===== config.mk =====
export PLATFORM = sky130hd
export DESIGN_NAME = inst_fetcher
export DESIGN_NICKNAME = d
export VERILOG_FILES = /design/src/rtl/inst_fetcher.sv
export SDC_FILE = /design/constraint.sdc
export NUM_CORES = 1
export LEC_CHECK = 0
export CELL_PAD_IN_SITES_DETAIL_PLACEMENT = 1
export CELL_PAD_IN_SITES_GLOBAL_PLACEMENT = 2
export CORE_ASPECT_RATIO = 0.9
export CORE_MARGIN = 4
export CORE_UTILIZATION = 25
export CTS_BUF_LIST = sky130_fd_sc_hd__clkbuf_8
export DETAILED_ROUTE_END_ITERATION = 8
export GPL_ROUTABILITY_DRIVEN = 0
export MAX_ROUTING_LAYER = met4
export PLACE_DENSITY = 0.85
export RECOVER_POWER = 100
export SLEW_MARGIN = 5
export SYNTH_ARGS = -nofsm -noshare
export SYNTH_HDL_FRONTEND = slang
export SYNTH_SLANG_ARGS = --single-unit

===== constraint.sdc =====
create_clock -name clk_in -period 1.7 [get_ports clk_in]
set_input_delay 0.425 -clock clk_in [delete_from_list [all_inputs] [get_ports clk_in]]
set_output_delay 0.425 -clock clk_in [all_outputs]
set_load 0.05 [all_outputs]

===== src/rtl/inst_fetcher.sv =====
// rtl/inst_fetcher.sv - single-instruction fetch sequencer between instruction memory and decoder
module inst_fetcher #(
  parameter logic [31:0] RESET_PC = 32'h0
) (
  input  logic        clk_in,
  input  logic        rst_in,
  input  logic        rdy_in,
  // instruction memory port
  output logic        mem_req,
  output logic [31:0] mem_addr,
  input  logic        mem_done,
  input  logic [31:0] mem_data,
  // decoder port
  output logic [31:0] inst,
  output logic [31:0] inst_addr,
  output logic        start_decode,
  input  logic        issue_signal,
  input  logic        jalr_stall,
  input  logic [31:0] next_pc,
  // ROB flush
  input  logic        wrong_predicted,
  input  logic [31:0] correct_pc
);

  typedef enum logic [1:0] {
    IDLE  = 2'd0,
    REQ   = 2'd1,
    HOLD  = 2'd2,
    DRAIN = 2'd3
  } state_e;

  state_e      state_q, state_d;
  logic [31:0] pc_q, pc_d;
  logic [31:0] inst_q, inst_d;
  logic [31:0] inst_addr_q, inst_addr_d;
  logic [31:0] redirect_pc_q, redirect_pc_d;

  // The decoder already stalls itself on an unresolved JALR by withholding
  // issue_signal, so HOLD covers that case without looking at this input.
  logic unused_jalr_stall;
  assign unused_jalr_stall = jalr_stall;

  // Outputs are pure decodes of the registered state.
  always_comb begin
    mem_req      = (state_q == REQ) || (state_q == DRAIN);
    mem_addr     = pc_q;
    start_decode = (state_q == HOLD) && rdy_in;
    inst         = inst_q;
    inst_addr    = inst_addr_q;
  end

  // Next-state logic; with rdy_in low every register simply holds.
  always_comb begin
    state_d       = state_q;
    pc_d          = pc_q;
    inst_d        = inst_q;
    inst_addr_d   = inst_addr_q;
    redirect_pc_d = redirect_pc_q;

    if (rdy_in) begin
      unique case (state_q)
        IDLE: begin
          if (wrong_predicted) begin
            pc_d = correct_pc;
          end
          state_d = REQ;
        end

        REQ: begin
          if (wrong_predicted && mem_done) begin
            // Returning word belongs to the squashed path; refetch at once.
            pc_d    = correct_pc;
            state_d = REQ;
          end else if (wrong_predicted) begin
            // The request in flight cannot be withdrawn, and mem_addr must
            // stay on it, so park the restart PC until the data comes back.
            redirect_pc_d = correct_pc;
            state_d       = DRAIN;
          end else if (mem_done) begin
            inst_d      = mem_data;
            inst_addr_d = pc_q;
            state_d     = HOLD;
          end
        end

        HOLD: begin
          if (wrong_predicted) begin
            // Flush beats issue: the held instruction is dropped.
            pc_d    = correct_pc;
            state_d = REQ;
          end else if (issue_signal) begin
            pc_d    = next_pc;
            state_d = REQ;
          end
        end

        DRAIN: begin
          if (mem_done) begin
            // Stale data is discarded; a flush in this same cycle is the
            // newest and therefore wins over the parked redirect.
            pc_d    = wrong_predicted ? correct_pc : redirect_pc_q;
            state_d = REQ;
          end else if (wrong_predicted) begin
            redirect_pc_d = correct_pc;
          end
        end

        default: begin
          state_d = IDLE;
        end
      endcase
    end
  end

  // State and datapath registers with synchronous active-high reset.
  always_ff @(posedge clk_in) begin
    if (rst_in) begin
      state_q       <= IDLE;
      pc_q          <= RESET_PC;
      inst_q        <= 32'h0;
      inst_addr_q   <= 32'h0;
      redirect_pc_q <= 32'h0;
    end else begin
      state_q       <= state_d;
      pc_q          <= pc_d;
      inst_q        <= inst_d;
      inst_addr_q   <= inst_addr_d;
      redirect_pc_q <= redirect_pc_d;
    end
  end

endmodule

After elaboration in Yosys (flattened, before gate mapping)

Cells that the tools add are included.

Input port bits: 103
Bits in registers: 130
Logic and storage cells: 43
Output and inout port bits: 98

Multiplexer cells: 17
Bitwise gates (word level): 2
Reductions and logical operators: 9
Equal/unequal tests: 10

Operators with widths:

| cell                                                                     | count |
|---|---|
| 32-bit two-way mux                                                       | 8 |
| 32-bit one-hot mux with 4 select lines                                   | 1 |
| 32-bit one-hot mux with 2 select lines                                   | 1 |
| 2-bit two-way mux                                                        | 6 |
| 5-bit AND reduction                                                      | 2 |
| 2-bit inequality test (second input constant)                            | 4 |
| 2-bit one-hot mux with 4 select lines                                    | 1 |
| 4-bit AND reduction                                                      | 2 |
| 2-bit == test (second input constant)                                    | 2 |
| 4-bit by 3-bit inequality test with 1-bit output (second input constant) | 1 |
| 3-bit inequality test (second input constant)                            | 1 |
| 2-bit by 1-bit == test with 1-bit output (second input constant)         | 1 |
| 1-bit logical AND                                                        | 2 |
| 2-bit zero test                                                          | 1 |
| 2-bit by 1-bit inequality test with 1-bit output (second input constant) | 1 |
| 1-bit inverter                                                           | 2 |
| 2-bit nonzero test                                                       | 1 |
| 1-bit logical OR                                                         | 1 |

Logic depth before layout (Yosys ltp)

Gate-level depths: netlist of the first run.

Depth after elaboration: 4
Mapped depth: 7
Mapped depth without buffers: 4

Worst setup path after synthesis of the first run

No wires, ideal clock.

Kind: reg-to-output
Start point: register state_q[0]
End point: output start_decode
Setup slack: 0.152 ns
Cell stages (with the launch flop): 4
Data arrival time: 1.123 ns
Path buffers: 2
Required time: 1.275 ns
Path through: dfxtp_1 buf_6 buf_6 and3b_1

Longest elaborated chain between the ends: 2

Ends and longest elaborated chain:

| item                   | line | source |
|---|---|---|
| start, declared        | 32   | `state_e state_q, state_d;` |
| start signal, assigned | 124  | `state_q <= state_d;` |
| 2-bit == test          | 47   | `start_decode = (state_q == HOLD) && rdy_in;` |
| 1-bit logical AND      | 47   |  |
| end, declared          | 16   | `output logic start_decode,` |

No other way between the ends.

Worst setup path after layout of the first run

Same ends and word-level chain as after synthesis.

==> results of run 1 <==
## metrics by stage
stage / setup slack (ns) / area [µm²]
2_1_floorplan: 0.152 / 5240
3_3_place_gp: -0.205 / 7540
3_5_place_dp: -0.293 / 7540
4_1_cts: 0.0497 / 8000
5_1_grt: 0.0226 / 7620
6_report: 0.0884 / 7620
## synthesized netlist by cell type
master                     count
sky130_fd_sc_hd__a211o_1      32
sky130_fd_sc_hd__a21oi_1     132
sky130_fd_sc_hd__and3b_1       1
sky130_fd_sc_hd__and4b_1       1
sky130_fd_sc_hd__buf_2        19
sky130_fd_sc_hd__buf_4        10
sky130_fd_sc_hd__buf_6         4
sky130_fd_sc_hd__clkbuf_1     22
sky130_fd_sc_hd__dfxtp_1     130
sky130_fd_sc_hd__mux2i_1      32
sky130_fd_sc_hd__nand2_1     224
sky130_fd_sc_hd__nand2b_1      2
sky130_fd_sc_hd__nand4b_1      2
sky130_fd_sc_hd__nor2_1       35
sky130_fd_sc_hd__nor2b_2       1
sky130_fd_sc_hd__nor3_1        1
sky130_fd_sc_hd__o211ai_4      1
sky130_fd_sc_hd__o21a_1        1
sky130_fd_sc_hd__or2_1         1
sky130_fd_sc_hd__or3b_2        1
## registers in the layout, indices dropped and copies added (netlist names)
register / count
inst: 32
inst_addr: 32
mem_addr: 32
redirect_pc_q: 32
state_q: 2
## cells in the final DEF, fill, tap and decap left out, types with 2 or more instances in the layout
master and count:
sky130_fd_sc_hd__nand2b_1 2, sky130_fd_sc_hd__buf_4 11, sky130_fd_sc_hd__bufinv_16 3, sky130_fd_sc_hd__inv_1 3
sky130_fd_sc_hd__clkbuf_2 96, sky130_fd_sc_hd__nor2_1 34, sky130_fd_sc_hd__a21oi_1 132, sky130_fd_sc_hd__diode_2 2
sky130_fd_sc_hd__nand4b_1 2, sky130_fd_sc_hd__buf_6 3, sky130_fd_sc_hd__buf_12 13, sky130_fd_sc_hd__clkbuf_8 22
sky130_fd_sc_hd__mux2i_1 32, sky130_fd_sc_hd__nand2_1 224, sky130_fd_sc_hd__dfxtp_1 128, sky130_fd_sc_hd__a211o_1 32
sky130_fd_sc_hd__clkdlybuf4s50_1 99
## repair_timing
item	in CTS	in global routing
buffers inserted	2	0
resized for setup	5	0
setup endpoints to repair	2	0
## critical path: stages, from the launching register on
cell and delay, ns:
sky130_fd_sc_hd__dfxtp_4 0.36, sky130_fd_sc_hd__and3b_1 0.26, sky130_fd_sc_hd__buf_12 0.15
## power breakdown
part	internal [mW]	switching (mW)	leakage, nW
clock network	1.61	1.21	0.217
registers	3.12	0.0549	1.05
logic	0.453	0.574	1.63
total	5.18	1.83	2.90
## area by class of cell
cell class                 instances  area [µm²]
antenna                            2        5.00
clock buffer                      22         303
clock inverter                     7         109
fill                            2428       12700
multi-input combinational        467        2350
sequential                       130        2610
tap                              280         350
timing repair buffer             225        1890
## path summary, 6_finish.rpt
check	endpoint	startpoint	cells past startpoint
max	start_decode	state_q[0]	2
min reg2reg	inst_addr[24]	inst_addr[24]	2
min	inst[10]	rst_in	2
max reg2reg	mem_addr[6]	state_q[0]	6
## kinds of logic (layout without fill, tap and decap cells)
kind of cell | count (synthesis) | in the layout | share of synthesized area (%)
buf+inv | 55 | 254 | 5.68
mux | 32 | 32 | 6.11
simple gates | 269 | 269 | 20.0
compound gates | 166 | 166 | 18.5
other cells | 0 | 2 | 0
flops | 130 | 130 | 49.7
## layer usage
metal | wire, µm | up-vias | GRT usage [%]
met2 | 8390 | 116 | 25.0
met5 | 0 | - | -
met4 | 148 | 0 | 3.48
met3 | 913 | 9 | 4.30
met1 | 8520 | 2397 | 19.8
li1 | - | 2544 | -
==> flow_results.org, run 1 <==
** Synth
- When the netlist entered floorplanning its net count stood at ~760.
- Leading area contributor after synthesis :: sky130_fd_sc_hd__dfxtp_1
- Synthesized area per cell :: 8.04 µm²
- Total of flip-flops plus latches after synthesis :: 130
- Post-synthesis cell count :: between 600 and 700
- For this run, the number of Yosys warnings is 0.
- After synthesis, the largest area contributor takes up a little under 50% of total cell area.
- Main area contributors after synthesis :: sky130_fd_sc_hd__dfxtp_1 50%, sky130_fd_sc_hd__nand2_1 16%, sky130_fd_sc_hd__a21oi_1 13%, sky130_fd_sc_hd__mux2i_1 6.1%, sky130_fd_sc_hd__a211o_1 5.3%
- Sequential fraction of the synthesis area :: 49.7%
- Area of the mapped netlist :: 0.00524 mm²
- Counting distinct cell types in the post-synthesis netlist gives 20.

** STA
- At the pin with the least slew margin, the transition time is between 0.3 and 0.4 ns.
- The worst path in the final design needs a cycle of between 1.5 and 2 ns, including I/O delays and setup.
- Final setup viols :: 0
- Final-layout worst hold slack :: 0.377 ns
- Setup repair after global routing left no endpoint under its margin.
- Final period util :: a little over nine tenths
- Static timing analysis puts the maximum clock frequency at ~620 MHz.
- Slew margin rel. :: between 70% and 80%
- Hold violation total from the final report :: 0
- Post-Route Skew :: roughly 0.013 ns
- Adding up every negative setup slack in the final design gives 0 ns.
- Final Slew Violations :: 0

** Worst hold path
- The min-delay analysis places its worst path in the category input port to flop.

** Clock tree
- CTS saw 130 sinks.
- Clock Path Buffers :: 2
- Clk Latency, worst-skew pair :: around 0.43 ns
- TritonCTS Buffers :: 17
- The number of hold buffers added after CTS was 0.
- CTS tree :: yes
- H-Tree Level Count :: 4
- Root buffer selected by CTS :: sky130_fd_sc_hd__clkbuf_8
- Clk pin slew, worst setup/hold paths :: 0.08 ns

** Floorplan
- Core area :: slightly above 0.02 mm²
- Die width :: approximately 160 µm
- For this design the top-level I/O count stands at around 200.
- In this run the vertical extent of the chip is roughly 150 µm.
- The floorplan has about 50 rows.
- Once the floorplan was initialized, standard cells occupied 25.8% of the core.
- Area of the die :: 0.0233 mm²

** Pwr
- Leakage power :: 2.90 nW
- Cell Pwr Density :: just over 900 mW/mm²
- The completed layout was analyzed and its total power is 7.02 mW.
- Worst IR drop on VDD :: 0.000428 V

** Place
- After legalization and detailed placement, the total HPWL measured between 10000 and 15000 µm.
- Number of placed instances, taps included :: between 1000 and 1500
- Quantity of I/O buffers inserted on ports :: 199

** Final layout
- Final std cells w/o fill :: about 1100
- Share of final-layout standard cells stronger than drive strength 1 :: a little under a fifth
- Relative to the synthesized area, the layout overhead comes to 45.4%.
- Post-layout utilization of the core :: roughly 38%
- Final-stage net count :: around 940

** Global route
- The total overflow left after global routing is 0.
- Entering global routing, the biggest net connects 51 pins.
- Global routing consumed, over all layers together, between 10% and 20% of the routing resources.
- The first global-routing pass estimated 28500 µm of wire.
- Vias in the first global route :: between 5000 and 6000
- Number of antenna violations at the first check in global routing :: 2

** Setup path
- WP data required :: between 1 and 1.5 ns
- Capturing element type of the critical path :: primary output
- Maximum fanout along the worst path :: 3
- Worst endpoint data arrival time :: about 1.2 ns
- The worst setup path is launched from a flop.
- Category of the critical setup timing path :: flop to primary output
- Slack of the worst reg-to-reg path :: between 0.1 and 0.15 ns

** Detailed routing
- For this run, design rule violations remaining after detail routing come to 0.
- Routed vias/inst :: 4.47
- First-pass iteration count of the detailed router :: 6
- The routed layout has between 5000 and 6000 vias.
- Violation count after the first detailed-route iteration :: between 150 and 200
- Detail-routed net length per standard cell :: around 16 µm
- Final antenna-violating net count :: 0
- Total Routed Length :: 18000 µm

** Outcome
- Run status :: complete, no violations

** Job
- Max-cap violations in this run came to 0.
Note: power is estimated with default switching activity, not from simulation.
==> run 2: changes to the inputs <==
--- a/config.mk
+++ b/config.mk
@@ -11,6 +11,7 @@
 export CORE_MARGIN = 4
 export CORE_UTILIZATION = 25
 export CTS_BUF_LIST = sky130_fd_sc_hd__clkbuf_8
+export CTS_CLUSTER_SIZE = 24
 export DETAILED_ROUTE_END_ITERATION = 8
 export GPL_ROUTABILITY_DRIVEN = 0
 export MAX_ROUTING_LAYER = met4
==> results of run 2 <==
The final DEF is identical to that of run 1; final timing and power are the same.
==> run 3: changes to the inputs <==
--- a/config.mk
+++ b/config.mk
@@ -5,17 +5,18 @@
 export SDC_FILE = /design/constraint.sdc
 export NUM_CORES = 1
 export LEC_CHECK = 0
+export ABC_AREA = 1
 export CELL_PAD_IN_SITES_DETAIL_PLACEMENT = 1
 export CELL_PAD_IN_SITES_GLOBAL_PLACEMENT = 2
 export CORE_ASPECT_RATIO = 0.9
 export CORE_MARGIN = 4
-export CORE_UTILIZATION = 25
+export CORE_UTILIZATION = 24
 export CTS_BUF_LIST = sky130_fd_sc_hd__clkbuf_8
 export CTS_CLUSTER_SIZE = 24
 export DETAILED_ROUTE_END_ITERATION = 8
 export GPL_ROUTABILITY_DRIVEN = 0
 export MAX_ROUTING_LAYER = met4
-export PLACE_DENSITY = 0.85
+export PLACE_DENSITY = 0.84
 export RECOVER_POWER = 100
 export SLEW_MARGIN = 5
 export SYNTH_ARGS = -nofsm -noshare
==> run 3 against run 2 <==
  * Total power grew 15%
  * Utilization shrank 3.4 points
  * Critical path type unchanged
  * First-iteration DRC count grew 52%
  * Worst setup slack lost 0.017 ns
  * Clock skew is essentially flat
==> flow_results.org, run 3 <==
** Outcome
- Run status :: complete, no violations

** Worst hold path
- Endpoint of the worst hold path :: inst_addr[12]
- Class of the tightest hold or removal check :: flop to flop
- Hold path cells :: 2
- The startpoint identified for the worst hold timing path is inst_addr[12].

** Synth
- Main area contributors after synthesis :: sky130_fd_sc_hd__dfxtp_1 43%, sky130_fd_sc_hd__nand2_1 22%, sky130_fd_sc_hd__nand3_1 8.5%, sky130_fd_sc_hd__nor2_1 8.0%, sky130_fd_sc_hd__a21oi_1 5.5%
- Area of the mapped netlist :: just over 0.006 mm²
- Sequential fraction of the synthesis area :: a little over two fifths
- Async SR Flop Fraction :: 0%
- The largest total area in the synthesized netlist belongs to sky130_fd_sc_hd__dfxtp_1.
- In this run the biggest area consumer among cell types represents between 40% and 50% of the synthesized area.
- Yosys mapped the design onto 18 distinct sky130hd cell types.
- Synthesis handed over a netlist of 941 instances.
- Synthesized area per cell :: 6.48 µm²
- Number of warnings printed during yosys synthesis :: 0
- Number of enable flip-flop cells after synthesis :: 0
- Total of flip-flops plus latches after synthesis :: 130
- Counting instances in the post-synthesis netlist gives the leading cell types as 365 x sky130_fd_sc_hd__nand2_1, 130 x sky130_fd_sc_hd__dfxtp_1, 130 x sky130_fd_sc_hd__nor2_1, 103 x sky130_fd_sc_hd__nand3_1, 67 x sky130_fd_sc_hd__a21oi_1.
- Ys flop type :: sky130_fd_sc_hd__dfxtp_1
- Synthesized Nets :: 1044
- Dominant cell by count in the synthesized netlist :: sky130_fd_sc_hd__nand2_1

** Global route
- Number of antenna violations at the first check in global routing :: 1
- Global-route wire length before repair :: between 30000 and 40000 µm
- Vias in the first global route :: around 7000
- GRT Util Overall :: between 10% and 20%
- Entering global routing, the biggest net connects 66 pins.
- Overflow left after global routing :: 0

** Clock tree
- Root buffer selected by CTS :: sky130_fd_sc_hd__clkbuf_8
- The number of hold buffers added after CTS was 0.
- Clk Latency, worst-skew pair :: approximately 0.44 ns
- CTS tree :: yes
- The H-tree was split into 4 levels.
- Clk pin slew, worst setup/hold paths :: roughly 0.08 ns
- Clock tree synthesis inserted a total of 17 buffers.
- No sink is reached through more buffers than the 2 on the longest clock path.
- Number of sinks on the clock net :: 130

** Final layout
- Filler cell count in the final layout :: between 3000 and 4000
- After the last flow step, the layout net total stands at 1238.
- Synthesis-to-finish area growth :: 40.2%
- Of the cells placed in the final design, the portion with a size suffix greater than 1 is ~16%.
- Top library cells by usage in the layout, fill and taps aside :: 365 x sky130_fd_sc_hd__nand2_1, 129 x sky130_fd_sc_hd__nor2_1, 128 x sky130_fd_sc_hd__dfxtp_1
- With fillers left out, the area of the finished cells amounts to around 0.0086 mm².
- Measured on the finished design, the core utilization comes to around a third.
- Commonest non-fill, non-tap cell in the layout :: sky130_fd_sc_hd__nand2_1

** Setup path
- Worst endpoint data arrival time :: between 1 and 1.5 ns
- The worst setup path is captured at a primary output.
- Measured in cells, the most critical reg-to-reg path has a length of 8.
- The worst register-to-register path begins at state_q[1].
- In this run the worst path has a maximum fanout of 3.
- Reg-to-Reg End :: mem_addr[26]
- At the worst endpoint, the required time is around 1.3 ns.
- Element type at the critical path start :: flop
- The worst setup path is of the flop to primary output kind.
- For flop-to-flop paths, the worst setup slack is approximately 0.21 ns.

** Floorplan
- The initial utilization of the core area, before any placement, comes to 24.3%.
- The floorplan step defined a die boundary enclosing 0.0280 mm².
- The die is around 180 µm wide.
- Die height :: 159 µm
- The floorplan step defined a core boundary enclosing roughly 0.025 mm².
- 201 I/O pins were placed.
- Cell row count :: 55

** STA
- Hold is met by about 0.46 ns.
- Maximum operating frequency :: 614 MHz
- On the final layout, the worst clock skew is between 0.01 and 0.015 ns.
- The worst path needs approximately 1.6 ns of the cycle, external delays included.
- At the pin with the least slew margin, the transition time is between 0.3 and 0.4 ns.
- The final-report max-slew violation count came to 0.
- Final setup viols :: 0
- Setup repair after global routing left no endpoint under its margin.
- The worst pin sits at a relative slew slack of 74.1%.
- Aggregate negative setup slack :: 0 ns
- Final period util :: 95.8%
- The final number of hold-violating endpoints came to 0.

** Pwr
- Net switching is 34.2% of the power.
- Dividing total power by cell area gives a power density of between 900 and 1000 mW/mm².
- Of the total power, the clock network draws 33.2%.
- The worst-case IR drop observed on VDD is 0.000366 V.
- The internal portion of the total power is 5.31 mW.
- Post-route total power :: 8.07 mW
- Leakage power :: 3.76 nW
- Per report_power, the combinational group accounts for between 20% and 30% of the total.
- Sequential cells account for 41.7% of the total power.
- Power spent charging and discharging nets :: between 2 and 3 mW

** Detailed routing
- Final antenna-violating net count :: 0
- Detail-routed net length per standard cell :: between 15 and 20 µm
- Routed vias/inst :: roughly 4.6
- Total Routed Length :: roughly 24000 µm
- For this run, the detailed router's first-pass iteration total came to 4.
- Count of vias placed by the detailed router :: 6804
- After detailed routing, the number of remaining DRC violations is 0.
- Violation count after the first detailed-route iteration :: around 250

** Place
- Once placement finished, the instance area stood at roughly 0.0087 mm².
- Detailed placement HPWL :: between 15000 and 20000 µm
- In this run the tool buffered the top-level ports with a little under 200 buffer cells.

** Job
- The tool flagged a number of max-cap violations equal to 0.
==> run 3: changes by cell type in the layout (fill, tap and decap cells not counted), sizes merged, moves of 3 or more <==
cell,before,now
a211o,32,0
a21oi,132,67
buf,27,44
clkinv,0,7
clkinvlp,1,4
inv,3,7
mux2i,32,0
nand2,224,366
nand3,0,103
nor2,35,132
o21ai,0,32
o21bai,0,32
==> run 3: timing repair <==
action | in CTS | in global routing
endpoints found under the setup margin | 2 | 0
endpoints found under the hold margin | 0 | 0
setup buffers | 1 | 0
gates resized for setup | 5 | 0
==> run 3: critical path: stages, from the launching register on <==
cell	delay [ns]
sky130_fd_sc_hd__dfxtp_4	0.36
sky130_fd_sc_hd__inv_2	0.08
sky130_fd_sc_hd__and3_4	0.20
sky130_fd_sc_hd__buf_12	0.13
==> run 3: kinds of logic after synthesis <==
logic type / synth area share, %
flops: 42.7
buf+inv: 5.73
compound gates: 12.1
simple gates: 39.5
==> run 3: cell type report <==
cell class / count / area (µm²) / area share, %
flip-flops and latches: 130 / 2610 / 30.5
well taps: 342 / 428 / 5.00
diodes: 1 / 2.50 / 0.0293
clock buffers: 19 / 262 / 3.06
inverters: 7 / 26.3 / 0.307
clock inverters: 13 / 136 / 1.59
repair buffers: 245 / 1930 / 22.5
multi-input cells: 734 / 3160 / 37.0
==> run 3: how the worst max path moves through the flow <==
stage / slack, ns / to / depth (start not counted) / startpoint
floorplan: 0.26 / mem_addr[5] / 10 / wrong_predicted
global placement: -0.27 / mem_addr[17] / 8 / wrong_predicted
detailed placement: -0.30 / mem_addr[17] / 8 / wrong_predicted
CTS: 0.02 / start_decode / 3 / state_q[0]
global route: 0.004 / mem_addr[13] / 9 / wrong_predicted
finish: 0.07 / start_decode / 3 / state_q[0]
==> run 3: power by group through the flow <==
stage / Combinational, mW / Sequential (mW) / Clock, mW
2_1_floorplan: 0.847 / 3.81 / 0
3_3_place_gp: 2.23 / 3.47 / 0
3_5_place_dp: 2.26 / 3.48 / 0
4_1_cts: 2.28 / 3.41 / 2.78
5_1_grt: 2.22 / 3.40 / 2.92
6_report: 2.02 / 3.37 / 2.68
==> run 3: per-layer routing <==
| layer | GRT usage, % | up-vias | part of all wire [%] |
|---|---|---|---|
| li1 | - | 3415 | - |
| met1 | 20.8 | 3236 | 45 |
| met2 | 29.7 | 130 | 49 |
| met3 | 3.73 | 23 | 4.3 |
| met4 | 4.54 | 0 | 1.6 |
| met5 | - | - | 0 |
==> run 3: per-stage QoR <==
stage	worst slack, ns	instances
3_5_place_dp	-0.296	1457
2_1_floorplan	0.262	941
3_3_place_gp	-0.267	1457
4_1_cts	0.0172	1490
6_report	0.0716	1491
5_1_grt	0.00367	1491
